`src/rtl/align_sticky_shifter_pkg.sv`:
```
// Shared FPU datapath constants and types for the alignment shifter slice.
// Default widths target single precision: 24-bit significand plus guard and round.
package fpu_pkg;

  localparam int SIG_W   = 24;
  localparam int GRS_W   = 2;
  localparam int SHAMT_W = 5;

  typedef struct packed {
    logic [SIG_W+GRS_W-1:0] sig;
    logic                   sticky;
  } aligned_t;

endpackage

```
`src/rtl/align_sticky_shifter_if.sv`:
```
// Valid/ready bundle carrying one alignment request in and one aligned result out.
// The shifter is the slave; the exponent-compare stage and the adder together form the master.
interface align_sticky_shifter_if
  import fpu_pkg::*;
#(
  parameter int WIDTH = SIG_W,
  parameter int SHW   = SHAMT_W
) ();

  logic                   in_valid;
  logic                   in_ready;
  logic [WIDTH-1:0]       in_sig;
  logic [SHW-1:0]         in_shamt;
  logic                   in_sticky;
  logic                   out_valid;
  logic                   out_ready;
  logic [WIDTH+GRS_W-1:0] out_sig;
  logic                   out_sticky;

  modport master (
    output in_valid, in_sig, in_shamt, in_sticky, out_ready,
    input  in_ready, out_valid, out_sig, out_sticky
  );

  modport slave (
    input  in_valid, in_sig, in_shamt, in_sticky, out_ready,
    output in_ready, out_valid, out_sig, out_sticky
  );

endinterface

```
`src/rtl/align_sticky_shifter_ortree.sv`:
```
// OR-reduction of a bit vector; the sticky-bit collapse used by the alignment shifter.
module ortree #(
  parameter int WIDTH = 26
) (
  input  logic [WIDTH-1:0] vec,
  output logic             any_set
);

  assign any_set = |vec;

endmodule

```
`src/rtl/align_sticky_shifter.sv`:
```
// Two-stage exponent-alignment right shifter: S1 shifts and captures the lost bits,
// S2 collapses the lost bits into sticky through ortree. Valid/ready on both sides.
module align_sticky_shifter
  import fpu_pkg::*;
#(
  parameter int WIDTH = SIG_W,
  parameter int SHW   = SHAMT_W
) (
  input  logic                  clk,
  input  logic                  rst,
  align_sticky_shifter_if.slave bus
);

  localparam int EW = WIDTH + GRS_W;

  logic [EW-1:0] ext;
  logic [EW-1:0] shifted;
  logic [EW-1:0] lost;

  logic          s1_valid;
  logic [EW-1:0] s1_sig;
  logic [EW-1:0] s1_lost;
  logic          s1_sticky;

  logic          out_valid_q;
  logic [EW-1:0] out_sig_q;
  logic          out_sticky_q;

  logic          lost_any;
  logic          s1_adv;
  logic          s2_adv;

  assign ext = {bus.in_sig, {GRS_W{1'b0}}};

  always_comb begin
    // NOTE: both outputs get a default before the branch, so no path leaves them unassigned (no latch).
    shifted = '0;
    lost    = ext;
    if (int'(bus.in_shamt) < EW) begin
      shifted = ext >> bus.in_shamt;
      lost    = ext & ~({EW{1'b1}} << bus.in_shamt);
    end
  end

  // S2 may advance when empty or being drained; S1 when empty or S2 advances.
  assign s2_adv = !out_valid_q || bus.out_ready;
  assign s1_adv = !s1_valid || s2_adv;

  assign bus.in_ready   = rst || s1_adv;
  assign bus.out_valid  = out_valid_q;
  assign bus.out_sig    = out_sig_q;
  assign bus.out_sticky = out_sticky_q;

  ortree #(
    .WIDTH (EW)
  ) u_ortree (
    .vec     (s1_lost),
    .any_set (lost_any)
  );

  always_ff @(posedge clk) begin
    // NOTE: state is updated with non-blocking assignments so every register sees pre-edge values.
    if (rst) begin
      s1_valid     <= 1'b0;
      s1_sig       <= '0;
      s1_lost      <= '0;
      s1_sticky    <= 1'b0;
      out_valid_q  <= 1'b0;
      out_sig_q    <= '0;
      out_sticky_q <= 1'b0;
    end else begin
      if (s2_adv) begin
        out_valid_q <= s1_valid;
        if (s1_valid) begin
          out_sig_q    <= s1_sig;
          out_sticky_q <= lost_any | s1_sticky;
        end
      end
      if (s1_adv) begin
        s1_valid <= bus.in_valid;
        if (bus.in_valid) begin
          s1_sig    <= shifted;
          s1_lost   <= lost;
          s1_sticky <= bus.in_sticky;
        end
      end
    end
  end

endmodule
```
`src/flat_wrapper.sv`:
```
// flat-port wrapper written by rule: the top's interface ports become plain ports
module align_sticky_shifter_flat import fpu_pkg::*;
#(
  parameter int WIDTH = SIG_W,
  parameter int SHW   = SHAMT_W
)
  (clk, rst, bus_in_valid, bus_in_sig, bus_in_shamt, bus_in_sticky, bus_out_ready, bus_in_ready, bus_out_valid, bus_out_sig, bus_out_sticky);
  align_sticky_shifter_if #(.WIDTH(WIDTH), .SHW(SHW)) bus_i ();
  input  logic clk;
  input  logic rst;
  input wire logic [$bits(bus_i.in_valid)-1:0] bus_in_valid;
  input wire logic [$bits(bus_i.in_sig)-1:0] bus_in_sig;
  input wire logic [$bits(bus_i.in_shamt)-1:0] bus_in_shamt;
  input wire logic [$bits(bus_i.in_sticky)-1:0] bus_in_sticky;
  input wire logic [$bits(bus_i.out_ready)-1:0] bus_out_ready;
  output wire logic [$bits(bus_i.in_ready)-1:0] bus_in_ready;
  output wire logic [$bits(bus_i.out_valid)-1:0] bus_out_valid;
  output wire logic [$bits(bus_i.out_sig)-1:0] bus_out_sig;
  output wire logic [$bits(bus_i.out_sticky)-1:0] bus_out_sticky;
  assign bus_i.in_valid = bus_in_valid;
  assign bus_i.in_sig = bus_in_sig;
  assign bus_i.in_shamt = bus_in_shamt;
  assign bus_i.in_sticky = bus_in_sticky;
  assign bus_i.out_ready = bus_out_ready;
  assign bus_in_ready = bus_i.in_ready;
  assign bus_out_valid = bus_i.out_valid;
  assign bus_out_sig = bus_i.out_sig;
  assign bus_out_sticky = bus_i.out_sticky;
  align_sticky_shifter #(.WIDTH(WIDTH), .SHW(SHW)) u_core (.clk(clk), .rst(rst), .bus(bus_i));
endmodule
```
`config.mk`:
```
export PLATFORM = sky130hd
export DESIGN_NAME = align_sticky_shifter_flat
export DESIGN_NICKNAME = d
export VERILOG_FILES = /design/src/rtl/align_sticky_shifter_pkg.sv /design/src/rtl/align_sticky_shifter_if.sv /design/src/rtl/align_sticky_shifter_ortree.sv /design/src/rtl/align_sticky_shifter.sv /design/src/flat_wrapper.sv
export SDC_FILE = /design/constraint.sdc
export NUM_CORES = 1
export LEC_CHECK = 0
export BUFFER_PORTS_ARGS = -buffer_cell sky130_fd_sc_hd__buf_2
export CORE_UTILIZATION = 55
export CTS_BUF_LIST = sky130_fd_sc_hd__clkbuf_2
export DETAILED_ROUTE_END_ITERATION = 10
export GPL_TIMING_DRIVEN = 0
export PLACE_DENSITY_LB_ADDON = 0.05
export SETUP_SLACK_MARGIN = 0.3
export SLEW_MARGIN = 20
export SYNTH_ARGS = -nofsm -noshare
export SYNTH_HDL_FRONTEND = slang
export SYNTH_SLANG_ARGS = --single-unit
```
`constraint.sdc`:
```
create_clock -name clk -period 4.5 [get_ports clk]
set_clock_uncertainty 0.2 [all_clocks]
set_input_delay 0.225 -clock clk [delete_from_list [all_inputs] [get_ports clk]]
set_output_delay 0.225 -clock clk [all_outputs]
set_load 0.005 [all_outputs]
```
==> reports/results.tsv <==
stage	metric	value	unit
status	status	finished clean	
cells_and_area	share of post-route cells with drive strength above 1	0.192	
floorplanning	placement row count	31	
worst_setup_path	buffer and inverter count on the worst path	3	
worst_setup_path	critical path's top delay family	buffers and inverters	
worst_setup_path	endpoint arrival time on the critical path	3.09	ns
synthesis	top cell type's share of synthesized area	0.380	
synthesis	Net Count, Synth	539	
synthesis	leading cell types by total area after synthesis	sky130_fd_sc_hd__dfxtp_1 (38%), sky130_fd_sc_hd__nand2_1 (8.4%), sky130_fd_sc_hd__a21oi_1 (8.1%)	
power	Cell Pwr Density	285	mW/mm^2
cts	CTS root buf	sky130_fd_sc_hd__clkbuf_2	
floorplanning	floorplan core area	0.00733	mm^2
min_path	Min-Delay Path Depth	4	
synthesis	average size of a mapped cell	8.34	um^2
placement	number of port buffers	59	
timing	hold_ws	0.0826	ns
worst_setup_path	Data required, critical path	4.80	ns
worst_setup_path	Worst path slowest cell	sky130_fd_sc_hd__dlygate4sd3_1	
synthesis	most frequent cell after synthesis	sky130_fd_sc_hd__nand2_1	
synthesis	sequential fraction of the synthesis area	0.380	
cts	setup bufs post-CTS	0	
timing	worst-margin pin slew	0.895	ns
timing	Fin. Hold Viols	0	
route	Starting DRT DRC Count	393	
power	total net switching power	0.489	mW
route	First-pass DRT Iterations	5	
floorplanning	number of primary I/O pins	63	
global_route	maximum number of pins on one net before global-route repair	16	
min_path	hold path endpoint	u_core.s1_sig[8]$_SDFFE_PP0P_	
synthesis	Synth area leader	sky130_fd_sc_hd__dfxtp_1	
cts	TritonCTS buffer count	9	
worst_setup_path	delay contributed by the slowest stage of the critical path	0.60	ns
synthesis	Synth top cells by count	sky130_fd_sc_hd__nand2_1 (94), sky130_fd_sc_hd__dfxtp_1 (80), sky130_fd_sc_hd__a21oi_1 (68)	
global_route	total track usage	0.357	
worst_setup_path	reg-to-reg startpoint	u_core.s1_valid$_SDFFE_PP0P_	
synthesis	number of synthesis warnings	0	
worst_setup_path	endpoint of the worst-slack reg-to-reg timing path	u_core.s1_lost[23]$_SDFFE_PP0P_	
power	leakage component of the power	1.98	nW
cts	count of clock tree sinks	80	
cells_and_area	area growth from synthesis to layout	19.4	%
timing	Setup violations, final	0	
timing	portion of the clock cycle consumed by the worst path in the final layout	0.619	
power	Peak VDD IR	0.191	mV
route	post-detailed-route wirelength per cell	19.4	um
global_route	total gr overflow	0	
power	internal power	0.946	mW
route	DRC violation count after routing	0	
floorplanning	Die X	89.5	um
cts	Clock Latency Late Sink	0.54	ns
timing	setup repair after global routing missed its margin	no	
flow_run	max-cap violation count	0	
power	portion of total power attributed to the clock network	0.252	
synthesis	commonest register cell after synthesis	sky130_fd_sc_hd__dfxtp_1	
min_path	worst hold start	bus_in_shamt[4]	
worst_setup_path	Worst Reg-to-Reg Cells	7	
timing	maximum operating frequency	0.359	GHz
route	Via density	6.14	
worst_setup_path	cell seen most often among critical-path stages	sky130_fd_sc_hd__clkbuf_1	
floorplanning	Initial Util	0.575	
placement	gpl congestion	1.03	
cells_and_area	antenna fix cells	0	
route	overall routed net length	13800	um
worst_setup_path	Reg2Reg Setup Slack	1.71	ns
route	Antenna Violating Nets Remaining	0	
worst_setup_path	list of cells traversed by the critical path	nand3b_1 -> and2_1 -> clkbuf_1 -> clkbuf_1 -> nand3_1 -> dlygate4sd3_1 -> a21oi_1	
synthesis	FF+latch count, synth	80	
synthesis	synthesized instance count	505	
placement	Final HPWL DP	9720	um
timing	sum of negative setup slack	0	ns
synthesis	synthesized area	0.00421	mm^2
worst_setup_path	CP max FO	10	
synthesis	count of flip-flops with a built-in enable after synthesis	0	
global_route	via count of the first global-routing pass	3941	
cts	number of H-tree levels	3	
power	fraction of power spent switching nets	0.341	
route	via count of the routed design	4353	
global_route	number of antenna violations at the first check in global routing	0	
cells_and_area	net total in the final layout	639	
power	fraction of power consumed by sequential logic	0.524	
cts	clock tree from TritonCTS	done	
floorplanning	area enclosed by the die boundary	0.00802	mm^2
cts	Bufs on Longest Clock Path	2	
synthesis	share of synthesized registers carrying an async set or reset	0	
min_path	min-delay worst type	in -> reg	
floorplanning	Chip Height	89.5	um
synthesis	Distinct cells, synth	56	
cells_and_area	filler cell count	649	
worst_setup_path	worst setup path class	reg -> reg	
power	portion of total power attributed to combinational logic	0.223	
timing	Pins Over Slew Limit	0	
worst_setup_path	Worst setup EP type	flop	
timing	final critical delay including setup and external delays	2.79	ns
global_route	first-pass GRT wire length	20800	um
timing	worst relative slew slack	0.395	
worst_setup_path	CP Launch Type	flop	
cts	clock transition at the registers of the reported paths	0.25	ns
[stage by stage]
| stage | setup WS (ns) | util | std cells | area (um^2) | power [mW] |
|---|---|---|---|---|---|
| after floorplan | 2.53 | - | 505 | 4210 | 0.953 |
| after global placement | 2.06 | 0.632 | 663 | 4630 | 1.05 |
| after detailed placement | 2.08 | 0.632 | 663 | 4630 | 1.05 |
| after CTS | 1.81 | 0.686 | 709 | 5030 | 1.42 |
| after global routing | 1.58 | 0.686 | 709 | 5030 | 1.48 |
| final | 1.71 | 0.686 | 709 | 5030 | 1.43 |
[power groups by stage]
stage / Clock (mW) / Sequential (mW) / Combinational (mW)
2_1_floorplan: 0 / 0.761 / 0.192
3_3_place_gp: 0 / 0.764 / 0.284
3_5_place_dp: 0 / 0.765 / 0.286
4_1_cts: 0.361 / 0.751 / 0.306
5_1_grt: 0.387 / 0.756 / 0.338
6_report: 0.362 / 0.752 / 0.320
[metal layers]
layer,track usage,vias up,part of all wire
met1,0.463,2021,0.42
met2,0.582,261,0.46
met5,0,-,0
met4,0.156,0,0.038
met3,0.0628,51,0.084
li1,-,2020,-
[repair_timing]
item / in CTS / in global routing
hold buffers: 30 / 0
gates resized for setup: 0 / 0
endpoints found under the hold margin: 31 / 0
[cell type report]
| cell class | count | area, um^2 | share of cell area |
|---|---|---|---|
| inverters | 5 | 18.8 | 0.00373 |
| well taps | 99 | 124 | 0.0246 |
| clock inverters | 7 | 52.6 | 0.0104 |
| clock buffers | 9 | 45.0 | 0.00895 |
| repair buffers | 89 | 596 | 0.118 |
| plain buffers | 42 | 205 | 0.0408 |
| multi-input cells | 378 | 2390 | 0.475 |
| flip-flops and latches | 80 | 1600 | 0.318 |
[worst register-to-register path, delay by kind of cell (launching register included)]
kind,cells,cell delay (ns)
AOI/OAI and AO/OA,1,0.14
buffers and inverters,3,1.55
and+or+nand+nor,3,0.49
DFF,1,0.38
[worst max-delay path by stage]
stage          slack (ns)  depth (start not counted)                         endpoint                          from
2_1_floorplan        2.53                          6   u_core.s1_sig[14]$_SDFFE_PP0P_               bus_in_shamt[0]
3_3_place_gp         2.06                          8   u_core.s1_sig[14]$_SDFFE_PP0P_               bus_in_shamt[1]
3_5_place_dp         2.08                          8   u_core.s1_sig[14]$_SDFFE_PP0P_               bus_in_shamt[1]
4_1_cts              1.81                          7  u_core.s1_lost[23]$_SDFFE_PP0P_  u_core.s1_valid$_SDFFE_PP0P_
5_1_grt              1.58                          7  u_core.s1_lost[23]$_SDFFE_PP0P_  u_core.s1_valid$_SDFFE_PP0P_
6_report             1.71                          7  u_core.s1_lost[23]$_SDFFE_PP0P_  u_core.s1_valid$_SDFFE_PP0P_
[layout by cell type (no fill, tap or decap), drive strengths merged, types with 3 or more instances in the layout]
cell	instances
mux4	10
nand2b	8
a21oi	68
o211ai	5
nor3	4
inv	8
nand2	94
or3	4
nand3b	3
o21ai	11
a22oi	5
a211o	3
dlygate4sd3	30
nor2	39
dfxtp	80
buf	75
o22ai	10
and2	6
o221ai	3
or2	4
nand4	4
nor2b	4
mux2i	25
nor4	6
nand3	9
clkbuf	35
a221o	5
a31oi	6
mux2	17
[state kept, by name, summed over array words and instances (netlist names)]
register / cells
u_core.bus.out_sticky: 1
u_core.s1_sticky: 1
u_core.s1_lost: 24
u_core.s1_valid: 1
u_core.bus.out_valid: 1
u_core.bus.out_sig: 26
u_core.s1_sig: 26
[kinds of logic after synthesis]
family | count (synthesis) | share of synthesized area
AND/OR/NAND/NOR | 191 | 0.204
AO/OA/AOI/OAI | 135 | 0.202
flip-flops | 80 | 0.380
multiplexers | 52 | 0.161
buffers and inverters | 47 | 0.0531
No activity file was read; power rests on OpenSTA's default activity.
